File: src/rtl/ham_encoder_tx.sv
// Hamming(7,4) transmit encoder and LSB-first bit serializer with start/end-of-frame strobes.
// Latency: a nibble accepted on edge T drives ser_valid/ser_sof from the following cycle; a frame spans 7*BIT_CYCLES cycles.
// Backpressure: in_ready is high while idle and on the last cycle of bit 6 (gapless back-to-back frames); it never depends on in_valid.
// Optional feature: define HAM_ERR_INJECT_EN to flip codeword bit (err_inj_pos-1) on load.

module ham_encoder_tx #(
  parameter int BIT_CYCLES = 1
) (
  input  logic       clk,
  input  logic       rst_n,
  input  logic [3:0] in_data,
  input  logic       in_valid,
  output logic       in_ready,
  input  logic [2:0] err_inj_pos,
  output logic [6:0] cw_data,
  output logic       ser_bit,
  output logic       ser_valid,
  output logic       ser_sof,
  output logic       frame_done,
  output logic [7:0] frame_cnt
);

  // Reject out-of-range hold lengths at elaboration; the hold counter is 4 bits wide.
  if (BIT_CYCLES < 1 || BIT_CYCLES > 16) begin : g_bad_bit_cycles
    $error("ham_encoder_tx: BIT_CYCLES must be in 1..16");
  end

  localparam logic [3:0] HOLD_LAST = 4'(BIT_CYCLES - 1);
  localparam logic [2:0] BIT_LAST  = 3'd6;

  typedef enum logic {
    IDLE  = 1'b0,
    SHIFT = 1'b1
  } state_t;

  state_t     state;
  state_t     state_nxt;
  logic [6:0] cw_q;
  logic [6:0] cw_load;
  logic [2:0] bit_idx;
  logic [3:0] hold_cnt;
  logic [7:0] frame_cnt_q;
  logic       last_hold;
  logic       last_cycle;
  logic       xfer;

  // Codeword layout shared with the decoder: {d3,d2,d1,p4,d0,p2,p1}.
  function automatic logic [6:0] ham_encode(input logic [3:0] d);
    logic p1;
    logic p2;
    logic p4;
    p1 = d[0] ^ d[1] ^ d[3];
    p2 = d[0] ^ d[2] ^ d[3];
    p4 = d[1] ^ d[2] ^ d[3];
    return {d[3], d[2], d[1], p4, d[0], p2, p1};
  endfunction

  assign last_hold  = (hold_cnt == HOLD_LAST);
  assign last_cycle = (state == SHIFT) && (bit_idx == BIT_LAST) && last_hold;

  // Ready comes from registered state only, so there is no in_valid -> in_ready path.
  assign in_ready = (state == IDLE) || last_cycle;
  assign xfer     = in_valid && in_ready;

`ifdef HAM_ERR_INJECT_EN
  // Word to load on a transfer: clean encoding with one optional bit flipped for decoder testing.
  always_comb begin
    cw_load = ham_encode(in_data);
    if (err_inj_pos != 3'd0) begin
      cw_load = cw_load ^ (7'd1 << (err_inj_pos - 3'd1));
    end
  end
`else
  logic unused_err_inj;
  assign unused_err_inj = ^err_inj_pos;

  // Word to load on a transfer: always the clean encoding.
  always_comb begin
    cw_load = ham_encode(in_data);
  end
`endif

  // Next-state logic: a transfer starts a frame; the final cycle either chains or returns idle.
  always_comb begin
    state_nxt = state;
    case (state)
      IDLE: begin
        if (xfer) begin
          state_nxt = SHIFT;
        end
      end
      SHIFT: begin
        if (last_cycle) begin
          state_nxt = xfer ? SHIFT : IDLE;
        end
      end
      default: begin
        state_nxt = IDLE;
      end
    endcase
  end

  // State register; reset abandons any partial frame.
  always_ff @(posedge clk or negedge rst_n) begin
    if (!rst_n) begin
      state <= IDLE;
    end else begin
      state <= state_nxt;
    end
  end

  // Codeword register, loaded only on a transfer and held for the whole frame.
  always_ff @(posedge clk or negedge rst_n) begin
    if (!rst_n) begin
      cw_q <= '0;
    end else if (xfer) begin
      cw_q <= cw_load;
    end
  end

  // Bit position and per-bit hold counter; a transfer always restarts at bit 0, hold 0.
  always_ff @(posedge clk or negedge rst_n) begin
    if (!rst_n) begin
      bit_idx  <= '0;
      hold_cnt <= '0;
    end else if (xfer) begin
      bit_idx  <= '0;
      hold_cnt <= '0;
    end else if (state == SHIFT) begin
      if (last_hold) begin
        hold_cnt <= '0;
        bit_idx  <= (bit_idx == BIT_LAST) ? 3'd0 : bit_idx + 3'd1;
      end else begin
        hold_cnt <= hold_cnt + 4'd1;
      end
    end
  end

  // Completed-frame counter, free-running modulo 256.
  always_ff @(posedge clk or negedge rst_n) begin
    if (!rst_n) begin
      frame_cnt_q <= '0;
    end else if (last_cycle) begin
      frame_cnt_q <= frame_cnt_q + 8'd1;
    end
  end

  assign cw_data    = cw_q;
  assign frame_cnt  = frame_cnt_q;
  assign ser_valid  = (state == SHIFT);
  assign ser_bit    = (state == SHIFT) && cw_q[bit_idx];
  assign ser_sof    = (state == SHIFT) && (bit_idx == 3'd0) && (hold_cnt == 4'd0);
  assign frame_done = last_cycle;

endmodule

File: config.mk
export PLATFORM = sky130hd
export DESIGN_NAME = ham_encoder_tx
export DESIGN_NICKNAME = d
export VERILOG_FILES = /design/src/rtl/ham_encoder_tx.sv
export SDC_FILE = /design/constraint.sdc
export NUM_CORES = 1
export LEC_CHECK = 0
export CORE_MARGIN = 5
export CORE_UTILIZATION = 46
export CTS_BUF_LIST = sky130_fd_sc_hd__clkbuf_8
export CTS_CLUSTER_DIAMETER = 80
export DETAILED_ROUTE_END_ITERATION = 8
export PLACE_DENSITY = 0.8
export RECOVER_POWER = 50
export SETUP_SLACK_MARGIN = 0.02
export SYNTH_ARGS = -nofsm -noshare
export SYNTH_HDL_FRONTEND = slang
export SYNTH_SLANG_ARGS = --single-unit
File: constraint.sdc
create_clock -name clk -period 1.85 [get_ports clk]
set_input_delay 0.185 -clock clk [delete_from_list [all_inputs] [get_ports clk]]
set_output_delay 0.185 -clock clk [all_outputs]
set_load 0.02 [all_outputs]
==> results of run 1 <==
[power by group through the flow]
stage                     combinational (mW)  sequential (mW)  clock (mW)
after floorplan                        0.638            0.924           0
after global placement                  1.28            0.807           0
after detailed placement                1.30            0.820           0
after CTS                               1.36            0.811       0.333
after global routing                    1.54            0.836       0.352
final                                   1.43            0.811       0.326
[what timing repair did]
action / in CTS / in global routing
cloned: 0 / 0
endpoints found under the setup margin: 11 / 20
setup buffers: 3 / 3
pin swaps: 2 / 11
gates resized for setup: 33 / 9
[flip-flops by register name, indices dropped and copies added, names as in the netlist]
name and cells:
frame_cnt 8, ser_valid 1, bit_idx 3, hold_cnt 4
cw_data 7
[cells in the mapped netlist, types with 2 or more instances]
cell type / n
nand2b_1: 2
nor3_1: 2
nor2_1: 3
o21ai_0: 4
nand3_1: 3
nor4_1: 6
nand3b_1: 2
xor2_1: 6
dfrtp_1: 23
a21o_1: 2
clkbuf_1: 3
nand4_1: 3
ha_1: 3
xnor2_1: 8
nand2_1: 8
mux2i_1: 5
a21oi_1: 3
inv_1: 4
mux2_2: 7
[worst min-delay path by stage]
stage	start	endpoint	slack [ns]
final	frame_cnt[7]	frame_cnt[7]	0.48
after global placement	frame_cnt[7]	frame_cnt[7]	0.46
after global routing	frame_cnt[7]	frame_cnt[7]	0.51
after CTS	rst_n	frame_cnt[3]	0.28
after detailed placement	frame_cnt[7]	frame_cnt[7]	0.47
after floorplan	rst_n	bit_idx[0]	-0.11
[cells by family (layout without fill, tap and decap cells)]
logic type               after synthesis  after routing  synth area share [%]
AO/OA/AOI/OAI                         13             13                  6.96
XOR/XNOR                              14             14                  9.74
adder cells (fa/ha/maj)                3              3                  2.98
buffers and inverters                 11             57                  3.97
flip-flops                            23             23                  45.7
multiplexers                          14             14                  12.9
AND/OR/NAND/NOR                       35             35                  17.7
[layout make-up]
| class | count | area [sq um] | area share (%) |
|---|---|---|---|
| Tap cell | 31 | 38.8 | 2.09 |
| Timing Repair Buffer | 48 | 435 | 23.4 |
| Clock inverter | 1 | 5.00 | 0.269 |
| Multi-Input combinational cell | 79 | 741 | 39.9 |
| Clock buffer | 3 | 41.3 | 2.22 |
| Sequential cell | 23 | 576 | 31.0 |
| Inverter | 5 | 21.3 | 1.14 |
[worst reg2reg max path, stage by stage, from the launching register on]
cell and delay, ns:
dfrtp_1 0.39, inv_1 0.06, ha_2 0.17, or3b_4 0.38, buf_4 0.16, buf_12 0.15
or3b_2 0.44, a31oi_1 0.16
[per-stage QoR]
stage	hold slack, ns	total power, mW	std cells
after CTS	0.279	2.51	189
after detailed placement	0.474	2.12	182
final	0.483	2.57	190
after floorplan	-0.111	1.56	113
after global routing	0.506	2.73	190
after global placement	0.459	2.08	182
[layer usage]
metal | track usage, % | share of wire (%) | up-vias
li1 | - | - | 492
met1 | 19.6 | 42 | 511
met5 | 0 | 0 | -
met4 | 9.81 | 2.7 | 0
met2 | 26.7 | 50 | 37
met3 | 4.32 | 5.7 | 7
==> summary.txt, run 1 <==
STA
  • Fin. max-slew vios: 0
  • Setup violators final: 5
  • Highest clock rate: between 400 and 500 MHz
  • Unrepaired setup endpoints after global routing: yes
  • Tmin final: just over 2 ns
  • Worst Max-Slew Pin Slew: between 1 and 1.5 ns
  • Relative slew margins: between 10 and 15%
  • Clock skew: about 0.003 ns
  • Setup TNS: -0.642 ns
  • Fin. Hold Viols: 0
  • Final setup margin: -0.166 ns
  • Fin crit share: 109%

Placement
  • GP Congestion: approximately 0.76
  • PortBufs: 26
  • Place WS: -0.341 ns
  • Area after DPL: 1680 sq um
  • HPWL Detailed: 2080 um

Setup path
  • Reg2Reg Depth: 7
  • Crit end category: output pin
  • Buffers & Inverters on Critical Path: 2
  • Startpoint types: flop
  • Delay of the slowest cell on the worst path: slightly below 0.4 ns
  • Reg-to-reg critical path startpoint: hold_cnt[1]
  • Worst path depth: 6
  • CP max FO: 3
  • Setup crit end: in_ready
  • Critical Path RT: 1.66 ns
  • Crit path kind: flop to output pin
  • Delay-heaviest family, CP: simple AND/OR/NAND/NOR gates
  • Reg2reg setup slack: -0.13 ns
  • Worst path slowest cell: dfrtp_1
  • Worst path arrival time: between 1.5 and 2 ns
  • Crit Reg-Reg Endpoint: bit_idx[1]
  • CP cell instances: inv_1 > ha_2 > or3b_4 > or3_4 > nand2_2 > buf_6
  • Setup crit start: hold_cnt[1]

Pwr
  • LEAKAGE: 0.894 nW
  • Peak supply drop: 1.00 mV
  • Psw: 0.976 mW
  • Pint: about 1.6 mW
  • Sequential power share: between 30% and 40%
  • PwrDens: about 1400 nW/um^2
  • Comb power frac: 55.7%
  • Clock share of power: about 13%
  • Switch share: 38.0%

GRT
  • Vias in the first global route: 1094
  • First-pass GRT wire length: a little over 5000 um
  • Maximum number of pins on one net before global-route repair: 24
  • Congestion Overflow GR: 0
  • Initial antenna violation count: 0
  • Gr usage total: between 10% and 20%

Clocking
  • Num CTS Buffers: 3
  • Sink Count: 23
  • Worst-path clk slew: about 0.08 ns
  • CTS tree: built
  • CTS Root Buffer Type: clkbuf_8
  • H-Tree Depth: 1
  • Max clock buf depth: 2
  • Clk Latency, worst-skew pair: 0.27 ns
  • Hold_buf cts: 0

Min path
  • HP Class: flop to flop
  • Hold Path Depth: 1

Flow run
  • Maxcap violations: 0

Outcome
  • Status: finished, violations left
  • Failing checks: negative setup slack

Floorplan
  • Io pins: 30
  • Core area: between 2000 and 3000 sq um
  • Initial Util: between 40% and 50%
  • Die W: about 62 um
  • Die ar.: 3880 sq um
  • Die Y: a little over 60 um
  • Core Rows: 19

Logic synthesis
  • Mean post-synth cell area: ~11 sq um
  • Synth area leaders: dfrtp_1 46%, mux2_2 6.3%, xnor2_1 5.6%
  • Register area share after synthesis: between 40% and 50%
  • Ys flop type: dfrtp_1
  • Synth Register Bits: 23
  • Async S/R FF share, synth: 100%
  • Area leader, netlist: dfrtp_1
  • Synth unique cells: 35
  • Number of synthesized flops with an enable pin: 0
  • Yosys Warn Count: 0
  • Synthesized instance count: 113
  • Synth top area share: roughly 46%
  • Syn_nets: ~130
  • Syn Std Cell Area: approximately 1300 sq um

Cells and area
  • Area Growth Syn to Fin: 47.6%
  • Post-route cell area: 1860 sq um
  • Ant. Diodes: 0
  • NumNets Final: 173
  • Post-layout util: between 60% and 70%
  • Layout cell share with drive strength beyond 1: 33.3%
  • Layout filler cell count: approximately 190
  • Most common cell after layout, fill and taps aside: dfrtp_1
  • Most frequent cells in the layout: 23 x dfrtp_1, 21 x clkdlybuf4s50_1, 21 x buf_4, 8 x xnor2_1, 7 x nand2_1

Routing
  • Post-DR vias/cell: roughly 5.5
  • DR pass1 iterations: 4
  • DRT iter0 DRCs: 30
  • DR WL/cell: 15.6 um
  • Total wire length: roughly 3000 um
  • DRC: 0
  • Post-DRT Antenna Nets: 0
  • Vias: around 1000
(Power assumes the default switching activity.)
==> run 2: changes to the inputs <==
--- a/config.mk
+++ b/config.mk
@@ -10,7 +10,7 @@
 export CTS_BUF_LIST = sky130_fd_sc_hd__clkbuf_8
 export CTS_CLUSTER_DIAMETER = 80
 export DETAILED_ROUTE_END_ITERATION = 8
-export PLACE_DENSITY = 0.8
+export PLACE_DENSITY = 0.77
 export RECOVER_POWER = 50
 export SETUP_SLACK_MARGIN = 0.02
 export SYNTH_ARGS = -nofsm -noshare
==> run 2 against run 1 <==
Effect of this change:
- critical path type unchanged
- combinational power grew 6%
- the run still ends with negative setup slack left
- total power grew 2.0%
- cell count grew 1.1%
- register-to-register slack gained 0.06 ns
- largest power group unchanged
- global-route usage grew 0.82 points
- die area is the same
- non-clock buffer count grew 2
- flip-flop and latch count is the same
==> summary.txt, run 2 (same netlist as run 1, synthesis figures left out) <==
Pwr
  • PnR Total Power: 2.62 mW (+2.0%)
  • LEAKAGE: 0.908 nW (+1.6%)
  • Peak supply drop: 0.919 mV (-8.2%)
  • PwrDens: 1380 nW/um^2 (+0.21%)

STA
  • Final setup margin: -0.165 ns (+0.000823 ns)
  • Fin. max-slew vios: 0 (unchanged)
  • Unrepaired setup endpoints after global routing: yes
  • Fin crit share: 109% (about the same)
  • Setup violators final: 5 (unchanged)
  • WHS: 0.479 ns (-0.00470 ns)
  • Fin. Hold Viols: 0 (unchanged)
  • Setup TNS: -0.502 ns (+0.140 ns)
  • Clock skew: 0.00117 ns (-0.00179 ns)
  • Relative slew margins: 12.8% (-1.0 points)
  • Highest clock rate: 496 MHz (about the same)
  • Tmin final: 2.01 ns (-0.000823 ns)
  • Worst Max-Slew Pin Slew: 1.31 ns (+0.0156 ns)

Placement
  • Placed insts: 183 (+0.55%)
  • GP Congestion: 0.735 (-3.2%)
  • Area after DPL: 1680 sq um (+0.45%)
  • Place WS: -0.357 ns (-0.0156 ns)
  • HPWL Detailed: 2140 um (+2.7%)
  • PortBufs: 26 (unchanged)

Routing
  • Vias: 1054 (+0.67%)
  • DRC: 0 (unchanged)
  • Total wire length: 3210 um (+8.0%)
  • DR WL/cell: 16.7 um (+6.9%)
  • DR pass1 iterations: 4 (unchanged)
  • Post-DRT Antenna Nets: 0 (unchanged)
  • Post-DR vias/cell: 5.49 (-0.38%)
  • DRT iter0 DRCs: 36 (+20%)

Setup path
  • Crit end category: output pin
  • Worst path arrival time: 1.83 ns (about the same)
  • CP cell instances: inv_1 > ha_2 > or3b_4 > or3_4 > nand2_2 > buf_6
  • Worst path slowest cell: dfrtp_1
  • Startpoint types: flop
  • Critical Path RT: 1.66 ns (about the same)
  • Crit path kind: flop to output pin
  • CP max FO: 3 (unchanged)
  • Delay of the slowest cell on the worst path: 0.38 ns (about the same)

GRT
  • Maximum number of pins on one net before global-route repair: 24 (unchanged)
  • Vias in the first global route: 1140 (+4.2%)
  • Congestion Overflow GR: 0 (unchanged)
  • First-pass GRT wire length: 5490 um (+5.7%)
  • Initial antenna violation count: 0 (unchanged)
  • Gr usage total: 17.4% (+0.82 points)

Clocking
  • Clk Latency, worst-skew pair: 0.26 ns (about the same)
  • CTS tree: built
  • H-Tree Depth: 1 (unchanged)
  • Num CTS Buffers: 3 (unchanged)
  • Max clock buf depth: 2 (unchanged)
  • CTS Root Buffer Type: clkbuf_8
  • Worst-path clk slew: 0.08 ns (about the same)
  • Sink Count: 23 (unchanged)

Floorplan
  • Die ar.: 3880 sq um (unchanged)
  • Core Rows: 19 (unchanged)
  • Io pins: 30 (unchanged)
  • Die W: 62.3 um (unchanged)
  • Core area: 2690 sq um (unchanged)
  • Die Y: 62.3 um (unchanged)
  • Initial Util: 46.9% (unchanged)

Cells and area
  • Layout cell share with drive strength beyond 1: 34.2% (+0.83 points)
  • Most common cell after layout, fill and taps aside: dfrtp_1
  • NumNets Final: 175 (+1.2%)
  • Ant. Diodes: 0 (unchanged)
  • Post-route cell area: 1890 sq um (+1.8%)
  • Final Non-Filler Cells: 192 (+1.1%)
  • Layout filler cell count: 193 (+2.7%)
  • Most frequent cells in the layout: 23 x dfrtp_1, 21 x clkdlybuf4s50_1, 21 x buf_4, 8 x xnor2_1, 7 x nand2_1
  • Post-layout util: 70.4% (+1.2 points)
  • Largest register FFs: 8 (unchanged)
  • Area Growth Syn to Fin: 50.2%

Outcome
  • Status: finished, violations left
  • Failing checks: negative setup slack

Min path
  • HP Class: flop to flop

Flow run
  • Maxcap violations: 0 (unchanged)
[run 2: worst paths after layout]
path | from | to | slack (ns) | cells after the start
min in group asynchronous | rst_n | frame_cnt[6] | 0.74 | 2
worst max-delay path | hold_cnt[0] | in_ready | -0.16 | 6
worst max register to register | hold_cnt[0] | frame_cnt[1] | -0.07 | 7
worst min-delay path | frame_cnt[7] | frame_cnt[7] | 0.48 | 1
worst min register to register | frame_cnt[7] | frame_cnt[7] | 0.48 | 1
max in group asynchronous | rst_n | ser_valid | 0.34 | 2
[run 2: critical path: cells and delay by family (launching register included)]
family | cells | cell delay [ns]
adders and majority gates | 1 | 0.17
buffers and inverters | 2 | 0.17
DFF | 1 | 0.38
and+or+nand+nor | 3 | 0.84
[run 2: report_power, final]
part | internal (mW) | leakage [nW] | switching (mW) | total, mW
Combinational | 0.797 | 0.592 | 0.709 | 1.51
Clock | 0.148 | 0.0269 | 0.159 | 0.307
Sequential | 0.671 | 0.290 | 0.131 | 0.803
Total | 1.62 | 0.908 | 1.00 | 2.62
[run 2: what timing repair did]
| action | in CTS | in global routing |
|---|---|---|
| setup endpoints to repair | 11 | 21 |
| setup buffers | 4 | 4 |
| hold buffers | 0 | 0 |
| pin swaps | 13 | 3 |
| cloned | 0 | 0 |
| resized for setup | 39 | 7 |
[run 2: layout make-up]
class,count,area [sq um],share of cell area [%]
clock inverter,1,3.75,0.199
timing repair buffer,50,452,23.9
sequential,23,576,30.4
multi-input combinational,79,758,40.1
clock buffer,3,41.3,2.18
tap,31,38.8,2.05
inverter,5,21.3,1.13
[run 2: per-layer routing]
layer / vias to the layer above / GRT usage (%) / share of wire (%)
li1: 498 / - / -
met2: 39 / 29.7 / 53
met4: 0 / 7.69 / 1.6
met1: 512 / 20.5 / 40
met3: 5 / 4.14 / 6.1
met5: - / 0 / 0
